File: config.mk
export PLATFORM = sky130hd
export DESIGN_NAME = rr_arb5
export DESIGN_NICKNAME = d
export VERILOG_FILES = /design/src/rtl/rr_arb5_defs.sv /design/src/rtl/rr_pick5.sv /design/src/rtl/rr_arb5.sv
export SDC_FILE = /design/constraint.sdc
export NUM_CORES = 1
export LEC_CHECK = 0
export ABC_AREA = 1
export CAP_MARGIN = 40
export CORE_MARGIN = 3
export CORE_UTILIZATION = 52
export CTS_CLUSTER_DIAMETER = 60
export DETAILED_ROUTE_END_ITERATION = 8
export PLACE_DENSITY_LB_ADDON = 0.15
export RECOVER_POWER = 25
export SYNTH_ARGS = -nofsm -noshare
export SYNTH_HDL_FRONTEND = slang
export SYNTH_SLANG_ARGS = --single-unit
File: constraint.sdc
create_clock -name CK -period 6.1 [get_ports CK]
set_input_delay 0.61 -clock CK [delete_from_list [all_inputs] [get_ports CK]]
set_output_delay 0.61 -clock CK [all_outputs]
set_load 0.02 [all_outputs]
File: src/rtl/rr_arb5_defs.sv
// Shared definitions for the five-way round-robin arbiter: state encodings,
// requester count and the rotate-and-pick search used by rr_pick5.
package rr_arb5_defs;

   localparam logic [0:0] IDLE = 1'b0;
   localparam logic [0:0] OWN  = 1'b1;

   localparam int N_REQ = 5;

   typedef struct packed {
      logic [N_REQ-1:0] onehot;
      logic [2:0]       idx;
      logic             valid;
   } pick_t;

   // Search req starting at ptr and wrapping modulo 5; the first set bit wins.
   // Pointer codes 5-7 cannot occur in the arbiter; they fold to 0 so the
   // search never indexes past requester 4.
   function automatic pick_t rr_pick(input logic [N_REQ-1:0] req,
                                     input logic [2:0]       ptr);
      pick_t      r;
      logic [3:0] base;
      logic [3:0] cand;
      r    = '0;
      base = (ptr < 3'd5) ? {1'b0, ptr} : 4'd0;
      for (int i = 0; i < N_REQ; i++) begin
         cand = base + 4'(i);
         if (cand >= 4'd5) cand = cand - 4'd5;
         if (!r.valid && req[cand[2:0]]) begin
            r.valid  = 1'b1;
            r.idx    = cand[2:0];
            r.onehot = 5'b00001 << cand[2:0];
         end
      end
      return r;
   endfunction

endpackage

File: src/rtl/rr_pick5.sv
// Combinational rotate-and-pick: first requester at or after the pointer.
module rr_pick5
   import rr_arb5_defs::*;
(
   input  logic [N_REQ-1:0] req_i,
   input  logic [2:0]       ptr_i,
   output logic [N_REQ-1:0] onehot_o,
   output logic [2:0]       idx_o,
   output logic             valid_o
);

   pick_t pick;

   // Evaluate the shared search function on the live request vector.
   always_comb begin
      pick = rr_pick(req_i, ptr_i);
   end

   assign onehot_o = pick.onehot;
   assign idx_o    = pick.idx;
   assign valid_o  = pick.valid;

endmodule

File: src/rtl/rr_arb5.sv
// Five-way round-robin arbiter with registered one-hot grant, release on
// DONE / owner withdrawal / optional hold timeout, and zero-bubble handover.
// Handshake: a requester holds REQ high until it sees its GNT bit; the owner
// keeps REQ high while it uses the resource and releases it either by
// pulsing DONE or by dropping REQ. Both are sampled on the same rising edge.
module rr_arb5
   import rr_arb5_defs::*;
#(
   parameter int TMO_W   = 8,
   parameter int TMO_MAX = 0
) (
   input  logic             CK,
   input  logic             RSTN,
   input  logic [N_REQ-1:0] REQ,
   input  logic             DONE,
   output logic [N_REQ-1:0] GNT,
   output logic [2:0]       GID,
   output logic             BUSY,
   output logic             TOUT
);

   // A timeout that the counter can never reach is a build mistake.
   if (TMO_MAX < 0 || longint'(TMO_MAX) > ((longint'(1) << TMO_W) - 1)) begin : g_cfg_err
      $error("rr_arb5: TMO_MAX=%0d does not fit a %0d-bit hold counter", TMO_MAX, TMO_W);
   end

   localparam bit               TMO_EN   = (TMO_MAX != 0);
   localparam logic [TMO_W-1:0] TMO_LAST = TMO_W'(TMO_MAX - 1);
   localparam logic [TMO_W-1:0] CNT_SAT  = '1;

   logic [0:0]       state_q, state_d;
   logic [2:0]       ptr_q,   ptr_d;
   logic [TMO_W-1:0] cnt_q,   cnt_d;
   logic [N_REQ-1:0] gnt_q,   gnt_d;
   logic [2:0]       gid_q,   gid_d;
   logic             tout_q,  tout_d;

   logic             owner_req;
   logic             tmo_hit;
   logic             rel;
   logic [N_REQ-1:0] arb_req;
   logic [N_REQ-1:0] pk_onehot;
   logic [2:0]       pk_idx;
   logic             pk_valid;

   // REQ[GID] expressed through the one-hot grant, so no variable index.
   assign owner_req = |(REQ & gnt_q);
   assign tmo_hit   = TMO_EN && (cnt_q == TMO_LAST);
   assign rel       = (state_q == OWN) && (DONE || !owner_req || tmo_hit);

   // While owning, the current owner is excluded from the re-arbitration
   // that happens on its releasing edge.
   assign arb_req = (state_q == OWN) ? (REQ & ~gnt_q) : REQ;

   rr_pick5 u_pick (
      .req_i    (arb_req),
      .ptr_i    (ptr_q),
      .onehot_o (pk_onehot),
      .idx_o    (pk_idx),
      .valid_o  (pk_valid)
   );

   // Next-state: grant from IDLE, hold or hand over from OWN.
   always_comb begin
      state_d = state_q;
      ptr_d   = ptr_q;
      cnt_d   = cnt_q;
      gnt_d   = gnt_q;
      gid_d   = gid_q;
      tout_d  = 1'b0;
      if (state_q == IDLE || rel) begin
         // DONE and withdrawal both take precedence over a coincident timeout.
         tout_d = rel && tmo_hit && !DONE && owner_req;
         if (pk_valid) begin
            state_d = OWN;
            gnt_d   = pk_onehot;
            gid_d   = pk_idx;
            cnt_d   = '0;
            ptr_d   = (pk_idx == 3'd4) ? 3'd0 : pk_idx + 3'd1;
         end else begin
            state_d = IDLE;
            gnt_d   = '0;
            gid_d   = 3'd0;
            cnt_d   = '0;
         end
      end else begin
         cnt_d = (cnt_q == CNT_SAT) ? cnt_q : cnt_q + 1'b1;
      end
   end

   // State and output registers; reset wins over any release or grant.
   always_ff @(posedge CK) begin
      if (!RSTN) begin
         state_q <= IDLE;
         ptr_q   <= 3'd0;
         cnt_q   <= '0;
         gnt_q   <= '0;
         gid_q   <= 3'd0;
         tout_q  <= 1'b0;
      end else begin
         state_q <= state_d;
         ptr_q   <= ptr_d;
         cnt_q   <= cnt_d;
         gnt_q   <= gnt_d;
         gid_q   <= gid_d;
         tout_q  <= tout_d;
      end
   end

   assign GNT  = gnt_q;
   assign GID  = gid_q;
   assign BUSY = |gnt_q;
   assign TOUT = tout_q;

endmodule
Word level (Yosys, flattened, before mapping)
Cells that the tools add are included.
Cells by class
  $add $sub $neg: 10
  multiply operators: 0
  div/mod/pow operators: 0
  magnitude comparators: 11
  eq/ne operators: 1
  shift operators: 5
  multiplexer cells: 26
  bitwise gates (word level): 4
  reduce and logical (&&, ||, !) cells: 15
Operators by type and width (count)
  two-way mux 9 bit: 5
  left shift 1 x 3 -> 5 bit, first input constant: 5
  two-way mux 3 bit: 8
  greater-or-equal comparator 4 x 3 -> 1 bit, second input constant: 5
  less-than comparator 3 x 4 -> 1 bit, second input constant: 5
  binary-select mux 1 bit (select 3 bit): 5
  subtractor 3 bit, second input constant: 5
  bitwise AND 5 bit: 2
  two-way mux 5 bit: 2
  OR reduction 5 bit: 2
  adder 3 x 2 -> 4 bit, second input constant: 2
  two-way mux 1 bit: 6
  logical AND 1 bit: 5
  zero test 1 bit: 5
  NOT 5 bit: 1
  adder 3 x 1 -> 4 bit, second input constant: 1
  adder 3 x 3 -> 4 bit, second input constant: 1
  adder 3 x 1 -> 3 bit, second input constant: 1
  equality test 3 bit, second input constant: 1
  less-than comparator 3 bit, second input constant: 1
  logical OR 1 bit: 2
  AND reduction 2 bit: 1
  NOT 1 bit: 1
Storage, ports and cells
  register bits after elaboration: 12
  bits in latches: 0
  memory bits (writable): 0
  bits in read-only memories: 0
  output and inout bits: 10
  memories kept: 0

Depth between registers and ports, before layout
Gate-level depths: netlist of run 1.
  depth after elaboration: 21
  depth in mapped cells: 27

By module
From an unflattened synthesis of run 1, not the netlist that was laid out.
Second synthesis, totals
  cells, all modules: 337
  area, all modules: 1965.6 sq um
Modules (own cells, without submodules)
  rr_pick5: instances 1, cells an instance 235, area each 1275.0 sq um, seq. area each 0.0 sq um
  rr_arb5: instances 1, cells an instance 102, area each 690.7 sq um, seq. area each 240.2 sq um

Worst setup path before layout of run 1
OpenSTA, ideal clock, no wires.
  path kind: register -> register
  start: register ptr_q[2]
  end: register ptr_q[2]
  setup time: 69 ps
  arrival: 3039 ps
  data required time: 6031 ps
  slack: 2992 ps
  cell stages (with the launch flop): 28
  buffers on the path: 1
  cell sequence: dfxtp_1 inv_2 nand2_1 buf_4 ha_1 ha_1 inv_1 a21oi_1 nor2_2 nand2_1 nand2_2 nand2_1 nand2_1 nand2_1 nand2_1 nand2_1 nand2_2 nand3_4 inv_4 nand2_1 nand2_1 inv_1 ha_1 nand3_2 nand2_1 inv_1 nand2_1 a21oi_2
Between the ends
  cells in the longest elaborated chain, start to end: 21
Ends and longest elaborated chain
  start: declaration: RTL line rr_arb5.sv:32  | logic [2:0] ptr_q, ptr_d;
  start signal: assignment: RTL line rr_arb5.sv:102  | ptr_q <= ptr_d;
  less-than comparator 3 bit: RTL line rr_arb5_defs.sv:25  | base = (ptr < 3'd5) ? {1'b0, ptr} : 4'd0;
  two-way mux 3 bit *: RTL line rr_arb5_defs.sv:25
  branches (longest 16 deep; another with adder 3 x 1 -> 4 bit)
  two-way mux 9 bit *: RTL line rr_arb5_defs.sv:29  | if (!r.valid && req[cand[2:0]]) begin
  adder 3 x 1 -> 3 bit or equality test 3 bit (tied branches): RTL line rr_arb5.sv:79  | ptr_d = (pk_idx == 3'd4) ? 3'd0 : pk_idx + 3'd1;
  two-way mux 3 bit: RTL line rr_arb5.sv:79
Every way passes the cells marked *. The select of a mux whose other input is x is not followed.
A chain may end at the register's enable or synchronous reset.

Worst setup path after layout of run 1
Same ends and word-level chain as after synthesis.

==> results.py, run 1 <==
metrics = {
    "clocking": {
        "cts_root_buffer": "clkbuf_4",
        "cts.repair.resized": 0,
        "clk-insertion-delay-late_ns": 0.27,
        "htree_num_levels": 1,
        "clk_pin_slew_ns": 0.06,
        "tritoncts": "built",
        "number_of_sinks_on_the_clock_net": 12,
        "clk_path_buf_depth": 2,
        "cts_made_buffers": 3,
        "ctsHoldBuffers": 0,
        "setup_fix_bufs_post_cts": 0,
    },
    "power": {
        "vdd_drop_max_mv": 0.288,
        "static_leak_nw": 0.996,
        "total_power_draw_mw": 1.28,
        "power_density_nw_per_um2": 655,
    },
    "sta": {
        "layout_worst_path_cycle_share_pct": 61.2,
        "finalMaxSlewViolations": 0,
        "fin_ws_ns": 2.37,
        "min_period_ns": 3.73,
        "unrepaired_setup_endpoints_after_global_routing": "false",
        "slew_headroom_pct": 58.1,
        "final.setup_skew_ns": 0.00498,
        "hold_violations": 0,
        "fin_setup_tns_ns": 0,
        "fmaxAchievable_mhz": 268,
        "max_slew.worst_pin.slew_ns": 0.622,
        "final-setup-viol-count": 0,
        "finalHoldWorstSlack_ns": 0.458,
    },
    "cells_and_area": {
        "layout-drive-gt1-share_pct": 15.1,
        "fillers": 304,
        "finalInstanceArea_um2": 1960,
        "mostFrequentLayoutCells": "nand2_1 (86), nand3_1 (43), inv_1 (32)",
        "layout.core_utilization_pct": 62.7,
        "syn_to_final_growth_pct": 12.8,
        "layout_net_count": 339,
        "antenna_cells": 0,
        "final_common_cell": "nand2_1",
        "layout.cells.non_filler": 362,
    },
    "critical_path": {
        "critPathCaptureType": "flip-flop",
        "critPathMostFrequentCell": "nand2_1",
        "critical_path_maximum_fanout": 15,
        "cpLargestDelayFamily": "simple AND/OR/NAND/NOR gates",
        "cp_data_arrival_time_ns": 3.93,
        "startpoint_type": "flip-flop",
        "cp.depth": 23,
        "buffers_and_inverters_on_the_worst_path": 2,
        "crit_type": "reg -> reg",
        "path_cells": "inv_2 > nand2_1 > ha_1 > ha_1 > inv_1 > a21oi_1 > nor2_2 > nand2_1 > nand2_2 > nand2_1 > nand2_1 > nand2_1 > nand3_1 > nand2_1 > nand2_2 > o21ai_1 > o22ai_1 > nand2_1 > ha_1 > nand3b_1 > nand2_1 > nand2_1 > a21oi_2",
        "worst-endpoint-required_ns": 6.30,
        "crit_slowest_cell": "dfxtp_1",
        "critPathMaxStageDelay_ns": 0.36,
        "reg2reg_depth": 23,
    },
    "global_routing": {
        "grt_first_pass_wirelength_um": 8150,
        "grt_total_usage_pct": 24.7,
        "number_of_antenna_violations_at_the_first_check_in_global_routing": 0,
        "overflow": 0,
        "grt_start_max_net_pins": 16,
        "first_global_vias": 1829,
    },
    "synthesis": {
        "synth_seq_area_share_pct": 13.8,
        "syn_inst": 301,
        "syn_area_um2": 1740,
        "synth_nets": 320,
        "count_of_distinct_cell_types_in_the_synthesized_netlist": 33,
        "yosysWarningCount": 0,
        "synth-async-reset-ratio_pct": 0,
        "synth-seq-cells": 12,
        "synth.avg_cell_area_um2": 5.77,
        "synth_edf_count": 0,
        "ys_dominant_reg_cell": "dfxtp_1",
    },
    "min_path": {
        "min_delay_path_depth": 2,
        "worstHoldPathType": "reg -> reg",
    },
    "placed_design": {
        "buffer_ports.inserted": 16,
        "globalplace.congestion": 0.964,
        "placedCellCount": 359,
        "total_placed_instance_area_um2": 1940,
        "dpl_worst_slack_ns": 2.43,
        "dp_hpwl_um": 3840,
    },
    "floorplan": {
        "pin_count": 18,
        "dieArea_um2": 4070,
        "die_width_um": 63.8,
        "design.core.area_um2": 3130,
        "die_h_um": 63.8,
        "num_rows": 20,
        "initial_core_util_pct": 55.6,
    },
    "drt": {
        "dr_wl_met3_um": 349,
        "routed.top_layer": "met4",
        "wl_um": 4730,
        "wirelength_met1_um": 2120,
        "antenna_left": 0,
        "met2RoutedLength_um": 2160,
        "number_of_remaining_drc_errors": 0,
        "drtIter0Drc": 217,
        "detail_route.first_pass.iterations": 5,
        "dr_total_vias": 2042,
        "post_drt_via_cell_ratio": 5.64,
        "route.detailed.wl_per_inst_um": 13.1,
    },
    "status": {
        "run_status": "finished, final reports clean",
    },
    "run": {
        "timing.max_cap.violations": 0,
    },
}
## registers in the layout, summed over array words and instances, names as in the netlist
name     flops
GID          3
ptr_q        3
GNT          5
state_q      1
## report_power, final
group	switching, mW	leakage (nW)	internal (mW)
Combinational	0.737	0.883	0.360
Clock	0.0236	0.0138	0.0228
Sequential	0.0303	0.0989	0.109
## cells by family after synthesis
| logic type | Yosys count | synth area share, % |
|---|---|---|
| other | 1 | 0.216 |
| AOI/OAI and AO/OA | 43 | 14.7 |
| DFF | 12 | 13.8 |
| adders and majority gates | 11 | 7.92 |
| buffers and inverters | 48 | 11.1 |
| and+or+nand+nor | 186 | 52.3 |
## final timing paths
check | startpoint | to | slack, ns
worst max register to register | ptr_q[2] | ptr_q[2] | 2.37
worst max-delay path | ptr_q[2] | ptr_q[2] | 2.37
worst min-delay path | GID[0] | GID[0] | 0.46
worst min register to register | GID[0] | GID[0] | 0.46
## per-layer routing
metal  global-route usage, %  vias up
met5                       0        -
met4                    5.66        0
met3                    5.10       17
met2                    39.2       91
met1                    34.1      908
li1                        -     1026
## final cells by class
type | count | area, um2 | area share, %
clock buffers | 3 | 22.5 | 1.15
repair buffers | 16 | 160 | 8.17
inverters | 46 | 178 | 9.06
flip-flops and latches | 12 | 240 | 12.3
well taps | 44 | 55.1 | 2.81
multi-input cells | 241 | 1310 | 66.6
## worst reg2reg max path: stages (launching register included)
cell,delay [ns]
dfxtp_1,0.36
inv_2,0.11
nand2_1,0.33
ha_1,0.36
ha_1,0.34
inv_1,0.15
a21oi_1,0.08
nor2_2,0.19
nand2_1,0.12
nand2_2,0.15
nand2_1,0.06
nand2_1,0.06
nand2_1,0.06
nand3_1,0.09
nand2_1,0.08
nand2_2,0.12
o21ai_1,0.08
o22ai_1,0.17
nand2_1,0.13
ha_1,0.23
nand3b_1,0.15
nand2_1,0.07
nand2_1,0.06
a21oi_2,0.10
## Yosys cell counts, types with 6 or more instances
cell	instances	share of area, %
dfxtp_1	12	14
o21ai_0	7	2.0
a21oi_1	13	3.7
o21ai_1	10	2.9
inv_1	32	6.9
nand2_2	9	3.2
nand2_1	86	19
inv_2	10	2.2
nand3_1	43	12
ha_1	11	7.9
nand4_1	6	2.2
nor2_1	19	4.1
Note: power is estimated with default switching activity, not from simulation.
==> run 2: changes to the inputs <==
==> constraint.sdc (replaced) <==
create_clock -name CK -period 3.25 [get_ports CK]
set_input_delay 0.325 -clock CK [delete_from_list [all_inputs] [get_ports CK]]
set_output_delay 0.325 -clock CK [all_outputs]
set_load 0.02 [all_outputs]
==> results.py, run 2 (synthesized netlist as in run 1, its figures left out) <==
metrics = {
    "cells_and_area": {
        "syn_to_final_growth_pct": 28.2,
        "mostFrequentLayoutCells": "nand2_1 (78), nand3_1 (41), inv_1 (31)",
        "total_area_of_multi_input_combinational_cells_um2": 1460,
        "finalInstanceArea_um2": 2230,
        "final-seq-area_um2": 245,
        "layout-drive-gt1-share_pct": 24.5,
        "layout_net_count": 351,
        "final_common_cell": "nand2_1",
        "layout.cells.non_filler": 374,
        "largest_reg_flops": 5,
        "antenna_cells": 0,
        "fillers": 275,
    },
    "critical_path": {
        "critical_path_maximum_fanout": 8,
        "rr_endpoint": "ptr_q[2]",
        "rr_startpoint": "ptr_q[2]",
        "worst-endpoint-required_ns": 3.46,
        "setup.reg_to_reg.worst_slack_ns": 0.21,
        "reg2reg_depth": 22,
        "critPathCaptureType": "flip-flop",
        "startpoint": "ptr_q[2]",
        "cp_data_arrival_time_ns": 3.25,
        "worst_setup_path_endpoint": "ptr_q[2]",
        "startpoint_type": "flip-flop",
        "crit_type": "reg -> reg",
    },
    "sta": {
        "final.setup_skew_ns": 0.00498,
        "final-setup-viol-count": 0,
        "min_period_ns": 3.04,
        "layout_worst_path_cycle_share_pct": 93.7,
        "fin_ws_ns": 0.206,
        "fin_setup_tns_ns": 0,
        "finalMaxSlewViolations": 0,
        "hold_violations": 0,
        "fmaxAchievable_mhz": 329,
    },
    "placed_design": {
        "placedCellCount": 366,
        "buffer_ports.inserted": 16,
        "globalplace.congestion": 0.978,
        "dp_hpwl_um": 4010,
        "dpl_worst_slack_ns": 0.0986,
        "total_placed_instance_area_um2": 1990,
    },
    "drt": {
        "route.detailed.wl_per_inst_um": 14.1,
        "drtIter0Drc": 186,
        "wl_um": 5260,
        "dr_total_vias": 2135,
        "antenna_left": 0,
        "post_drt_via_cell_ratio": 5.71,
        "number_of_remaining_drc_errors": 0,
        "detail_route.first_pass.iterations": 5,
    },
    "floorplan": {
        "die_h_um": 63.8,
        "initial_core_util_pct": 55.6,
        "num_rows": 20,
        "pin_count": 18,
        "dieArea_um2": 4070,
        "die_width_um": 63.8,
        "design.core.area_um2": 3130,
    },
    "clocking": {
        "number_of_sinks_on_the_clock_net": 12,
        "clk-insertion-delay-late_ns": 0.27,
        "clk_path_buf_depth": 2,
        "clk_pin_slew_ns": 0.07,
        "htree_num_levels": 1,
        "tritoncts": "built",
        "cts_root_buffer": "clkbuf_4",
        "cts_made_buffers": 3,
    },
    "min_path": {
        "worstHoldPathType": "reg -> reg",
    },
    "global_routing": {
        "number_of_antenna_violations_at_the_first_check_in_global_routing": 0,
        "first_global_vias": 1804,
        "grt_start_max_net_pins": 13,
        "overflow": 0,
        "grt_first_pass_wirelength_um": 8390,
        "grt_total_usage_pct": 25.7,
    },
    "status": {
        "run_status": "finished, final reports clean",
    },
    "run": {
        "timing.max_cap.violations": 0,
    },
}
==> run 2: layout make-up <==
cell class | instances | share of cell area [%]
well taps | 44 | 2.47
multi-input cells | 241 | 65.6
inverters | 46 | 8.20
flip-flops and latches | 12 | 11.0
clock buffers | 3 | 1.01
repair buffers | 28 | 11.7
==> run 2: worst max-delay path, cell delays in order (launching register included) <==
cell and delay (ns):
dfxtp_1 0.34, inv_2 0.07, nand2_4 0.09, buf_8 0.14, inv_4 0.07, ha_1 0.23
nand3_1 0.14, nand3_4 0.11, nand2_2 0.12, nand3_1 0.09, nand2_2 0.11, inv_1 0.08
nand2_4 0.09, nand3_4 0.08, nor2_4 0.20, nand2_4 0.09, o22ai_1 0.18, nand2_1 0.12
ha_1 0.22, nand3b_1 0.16, nand2_1 0.08, nand2_1 0.06, a21oi_2 0.10
==> run 2: worst min-delay path by stage <==
stage | startpoint | end | slack, ns | cells after the start
after global placement | GID[2] | GID[2] | 0.45 | 2
after global routing | GID[0] | GID[0] | 0.49 | 2
after detailed placement | GID[2] | GID[2] | 0.46 | 2
after CTS | GID[2] | GID[2] | 0.47 | 2
after floorplan | RSTN | ptr_q[0] | 0.45 | 2
final | GID[2] | GID[2] | 0.46 | 2
==> run 2: metrics by stage <==
step                utilization (%)  hold WS (ns)
global route                   71.2         0.489
global placement               63.6         0.454
CTS                            64.4         0.472
finish                         71.2         0.464
detailed placement             63.6         0.462
floorplan                         -         0.448
==> run 2: what timing repair did <==
action	CTS	global route
buffers inserted	0	5
resized for setup	0	44
setup endpoints to repair	0	3
hold buffers	0	0
==> run 2: per-layer routing <==
metal | global-route usage [%] | wire [um] | vias up
met1 | 38.0 | 2250 | 970
met2 | 38.6 | 2400 | 100
met4 | 6.74 | 131 | 0
met3 | 3.51 | 475 | 16
met5 | 0 | 0 | -
li1 | - | - | 1049
Power of run 2 is not shown: default switching activity piles up to over one toggle a cycle in this logic, so the estimate is an artifact.
